### src/rtl/queue.sv
// Circular-buffer FIFO with first-word fall-through output.
// Optional feature macro: QUEUE_GUARD_EN
//   undefined : push-only on full overwrites the head entry; pop-only on empty
//               advances the read pointer and wraps count. No error is reported.
//   defined   : those operations are ignored and set the sticky overflow /
//               underflow outputs. Only rst clears these outputs.
module queue #(
    parameter int WIDTH = 8,
    parameter int DEPTH = 4
) (
    input  logic             clk,
    input  logic             rst,
    input  logic             push,
    input  logic [WIDTH-1:0] data_in,
    input  logic             pop,
    output logic [WIDTH-1:0] data_out,
    output logic [DEPTH:0]   count,
    output logic             empty,
    output logic             full
`ifdef QUEUE_GUARD_EN
    ,
    output logic             overflow,
    output logic             underflow
`endif
);

    localparam int CAP = 1 << DEPTH;
    localparam logic [DEPTH:0]   CAP_CNT = {1'b1, {DEPTH{1'b0}}};
    localparam logic [DEPTH:0]   CNT_ONE = (DEPTH+1)'(1);
    localparam logic [DEPTH-1:0] PTR_ONE = DEPTH'(1);

    logic [WIDTH-1:0] mem [CAP];
    logic [DEPTH-1:0] wr_ptr_reg;
    logic [DEPTH-1:0] rd_ptr_reg;
    logic [DEPTH:0]   count_reg;
    logic [DEPTH:0]   count_next;
    // Low for the first edge after reset release, so that edge ignores push/pop.
    logic             live_reg;
    logic             do_push;
    logic             do_pop;
    logic             adv_rd;

    assign count    = count_reg;
    assign empty    = (count_reg == '0);
    assign full     = (count_reg == CAP_CNT);
    // The head is read asynchronously. Unreset storage is hidden behind the empty check.
    assign data_out = empty ? '0 : mem[rd_ptr_reg];

    // Decide which operations this edge accepts, then compute the next count.
    always_comb begin
        do_push    = 1'b0;
        do_pop     = 1'b0;
        adv_rd     = 1'b0;
        count_next = count_reg;
`ifdef QUEUE_GUARD_EN
        // A full queue accepts a push only when a pop frees a slot in the same edge.
        do_push = live_reg & push & (~full | pop);
        do_pop  = live_reg & pop & ~empty;
        adv_rd  = do_pop;
`else
        // Pop+push on empty keeps only the push. A pop alone on empty is still taken.
        do_push = live_reg & push;
        do_pop  = live_reg & pop & ~(empty & push);
        // A push alone on full overwrites the head slot, so the head moves forward too.
        adv_rd  = do_pop | (do_push & full & ~pop);
`endif
        if (do_push && !do_pop && !full)
            count_next = count_reg + CNT_ONE;
        else if (do_pop && !do_push)
            count_next = count_reg - CNT_ONE;
    end

    // Pointers, occupancy and the post-reset qualifier.
    always_ff @(posedge clk or posedge rst) begin
        if (rst) begin
            wr_ptr_reg <= '0;
            rd_ptr_reg <= '0;
            count_reg  <= '0;
            live_reg   <= 1'b0;
        end else begin
            live_reg  <= 1'b1;
            count_reg <= count_next;
            if (do_push)
                wr_ptr_reg <= wr_ptr_reg + PTR_ONE;
            if (adv_rd)
                rd_ptr_reg <= rd_ptr_reg + PTR_ONE;
        end
    end

    // Storage write port. The array has no reset, so it can map to RAM.
    always_ff @(posedge clk) begin
        if (do_push)
            mem[wr_ptr_reg] <= data_in;
    end

`ifdef QUEUE_GUARD_EN
    // Sticky error flags for rejected operations.
    always_ff @(posedge clk or posedge rst) begin
        if (rst) begin
            overflow  <= 1'b0;
            underflow <= 1'b0;
        end else begin
            if (live_reg && push && !pop && full)
                overflow <= 1'b1;
            if (live_reg && pop && !push && empty)
                underflow <= 1'b1;
        end
    end
`endif

endmodule

### config.mk
export PLATFORM = sky130hd
export DESIGN_NAME = queue
export DESIGN_NICKNAME = d
export VERILOG_FILES = /design/src/rtl/queue.sv
export SDC_FILE = /design/constraint.sdc
export NUM_CORES = 1
export LEC_CHECK = 0
export ABC_AREA = 1
export CORE_ASPECT_RATIO = 2
export CORE_MARGIN = 2
export CORE_UTILIZATION = 45
export CTS_CLUSTER_SIZE = 25
export DETAILED_ROUTE_END_ITERATION = 10
export PLACE_DENSITY = 0.7
export SYNTH_ARGS = -nofsm -noshare
export SYNTH_HDL_FRONTEND = slang
export SYNTH_SLANG_ARGS = --single-unit
export TNS_END_PERCENT = 50
### constraint.sdc
create_clock -name clk -period 2.4 [get_ports clk]
set_input_delay 0.6 -clock clk [delete_from_list [all_inputs] [get_ports clk]]
set_output_delay 0.6 -clock clk [all_outputs]
set_load 0.02 [all_outputs]
==> metrics.txt, run 1 <==
run status finished with violations; failing checks setup timing; RSZ-0062 raised after global routing true; Max Slew Vio Count 0; CP startpoint rd_ptr_reg[0]$_DFFE_PP0P_; flop2flop setup slack 0.39 ns; CP max-delay cell dfrtp_2; TritonCTS clock tree built; most common cell after layout, fill and taps aside nand2_1; FMAX 0.384 GHz; Final ANT Viol Nets 0; VDD IR max 938 uV; vias in the first global route 4154; Vias/cell 5.35; initial antenna violation count 0; Yosys cell types 25; slack of the critical path -0.203 ns; reg2reg start count[2]$_DFFE_PP0P_; Post-Layout Inst Area 0.00780 mm2; via count 4352; wire length of the first global-routing pass ~22 mm; synthesized instance count 558; CP peak stage delay 0.52 ns; Worst Setup End Kind output port; crit-path cells inv_8 -> buf_12 -> clkbuf_16 -> a21oi_2 -> nor2_2 -> nor3_2 -> nor2_4 -> buf_6; Slew @ Worst Pin 0.731 ns; Final setup viols 8; dpl hpwl roughly 9.6 mm; grt met3 use 3.92%; n_diodes 0; Yosys warning count 0; clock slew at reported path FFs 0.06 ns; compound-gate portion of the synthesized area 2.35%; sequential share of power between 30% and 40%; DRT iter0 DRCs 449; net switching power 3720 uW; Reg area 0.00420 mm2; post-synthesis net count 579; Core Footprint 0.0133 mm2; multi-input logic area 0.00183 mm2; Top Ports 27; Comb pwr share 43.2%; Remaining DRCs 0; WP data arrival ~2.0 ns; commonest non-fill, non-tap cells in the layout nand2_1, edfxtp_1, buf_4, nand3_1, nor2_1; starting density of the core 45.7%; Worst Setup EP data_out[1]; Hold Slack roughly 0.57 ns; full die area around 0.015 mm2; H-tree levels 4; Post-Synth Adder-Cell Area 1.98%; met2 global-route usage 35.4%; Port Buffer Count 26; GRT busiest layer met2; CP max FO 10; Int Power 6080 uW; Mean Syn Cell Area 10.9 um2; Largest register FFs 128; simple-gate share of the synthesized area around 22%; register bit total from synthesis 142; TritonCTS buffer count 17; drt wl/cell between 15 and 20 um; fill count approximately 1000; Pre-Repair DR Iteration Count 5; row count 60; setup TNS -1.17 ns; P_leak 0.00319 uW; DP Area 0.00688 mm2; Period Utilization, post-route 108%; sw frac 38.0%; min-delay worst type in2async; CTS sink cnt 142; Longest Clk Path Bufs 2; crit path time final 2.60 ns; clock latency on the worst-skew pair between 0.4 and 0.5 ns; Post-Syn Area 0.00608 mm2; Detailed Route WL 14.7 mm; hold_buf cts 0; GRT Total Usage 20.7%; Worst Skew 0.0100 ns; reg2reg end count[4]$_DFFE_PP0P_; Slew HR approximately half; M1 GR Usage 25.1%; largest net degree at the start of global routing 23; crit path kind reg2out; Hold Fails Final Rpt 0; XOR/XNOR share of the synthesized area 0.865%; combinational family with the most area after synthesis simple AND/OR/NAND/NOR gates; gr ovfl total 0; cells on worst reg2reg path 13; die height between 150 and 200 um; Routability Congestion 0.854; Area Growth Syn to Fin 28.4%; # nets final between 600 and 700; Startpoint Class flop; clock root cell clkbuf_16; Worst EP required between 1.5 and 2 ns; Clock power frac 25.6%; share of layout cells above drive strength 1 23.4%; PD cells around 1300 mW/mm2; die width 86.2 um; multiplexer share of the synthesized area 0%; Max Cap Viol 0; sequential area share after synthesis 69.0%
per-layer routing:
layer | vias up | wire (um)
met5 | - | 0
met4 | 0 | 444
met3 | 33 | 776
met2 | 158 | 7830
met1 | 2098 | 5630
li1 | 2063 | -
power by group through the flow:
| stage | clock network [uW] | logic, uW | registers, uW |
|---|---|---|---|
| finish | 2510 | 4240 | 3060 |
| global route | 2640 | 4570 | 3080 |
| CTS | 2540 | 3650 | 3050 |
| detailed placement | 0 | 3580 | 3090 |
| global placement | 0 | 3540 | 3080 |
| floorplan | 0 | 2030 | 3120 |
per-stage QoR:
step / util, % / worst slack, ns / total power [uW] / instances
global route: 58.7 / -0.257 / 10300 / 813
finish: 58.7 / -0.203 / 9810 / 813
global placement: 51.8 / -0.145 / 6620 / 775
detailed placement: 51.8 / -0.163 / 6660 / 775
floorplan: - / 0.351 / 5150 / 558
CTS: 56.5 / -0.120 / 9240 / 807
area by class of cell:
cell class | instances | share of cell area [%]
flip-flops and latches | 142 | 53.8
multi-input cells | 375 | 23.4
repair buffers | 88 | 11.8
clock buffers | 17 | 5.45
well taps | 155 | 2.49
clock inverters | 15 | 1.96
inverters | 21 | 1.14
cells in the mapped netlist:
| library cell | count | area share (%) |
|---|---|---|
| dfrtp_1 | 14 | 5.8 |
| edfxtp_1 | 128 | 63 |
| nand3_1 | 51 | 4.2 |
| inv_1 | 15 | 0.93 |
| a21oi_1 | 24 | 2.0 |
| nand2_2 | 2 | 0.21 |
| xor2_1 | 6 | 0.86 |
| clkbuf_1 | 1 | 0.062 |
| ha_1 | 8 | 1.6 |
| nor2_1 | 36 | 2.2 |
| nor3_1 | 10 | 0.82 |
| nand4_1 | 2 | 0.21 |
| buf_4 | 4 | 0.49 |
| buf_6 | 6 | 1.1 |
| nand2_1 | 228 | 14 |
| fa_1 | 1 | 0.33 |
| o21ai_0 | 3 | 0.25 |
| a21o_1 | 1 | 0.12 |
| clkinv_1 | 1 | 0.062 |
| inv_2 | 5 | 0.31 |
| or2_2 | 1 | 0.10 |
| buf_2 | 8 | 0.66 |
| buf_1 | 1 | 0.062 |
| conb_1 | 1 | 0.062 |
| nor2_4 | 1 | 0.19 |
what timing repair did:
| item | in CTS | in global routing |
|---|---|---|
| setup buffers | 0 | 1 |
| pin swaps | 3 | 11 |
| endpoints found under the setup margin | 10 | 8 |
| cloned | 0 | 5 |
| gates resized for setup | 64 | 40 |
logic make-up (layout without fill, tap and decap cells):
logic type	Yosys count	in the layout
adders and majority gates	9	9
DFF	142	142
other	1	1
xor gates and xnor gates	6	6
and+or+nand+nor	331	331
buffers and inverters	41	141
AOI/OAI and AO/OA	28	28
worst min path at each step:
stage | startpoint | slack, ns | end | cells after the start
2_1_floorplan | rst | 0.49 | count[0]$_DFFE_PP0P_ | 1
3_3_place_gp | rd_ptr_reg[2]$_DFFE_PP0P_ | 0.57 | rd_ptr_reg[2]$_DFFE_PP0P_ | 2
3_5_place_dp | rd_ptr_reg[2]$_DFFE_PP0P_ | 0.59 | rd_ptr_reg[2]$_DFFE_PP0P_ | 2
4_1_cts | rst | 0.57 | count[4]$_DFFE_PP0P_ | 2
5_1_grt | rst | 0.63 | count[4]$_DFFE_PP0P_ | 2
6_report | rst | 0.57 | count[1]$_DFFE_PP0P_ | 2
worst max-delay path: cells and delay by family (launching register included):
family	cells	cell delay, ns
and+or+nand+nor	3	0.38
buffers and inverters	4	0.54
AOI/OAI and AO/OA	1	0.15
DFF	1	0.52
Power figures use the tool's default switching activity.
==> inputs of run 2 (changes only) <==
CTS_CLUSTER_SIZE = 8   (was 25)
==> results of run 2 <==
Same layout as run 1: the final DEF is identical, and so are final timing and power.
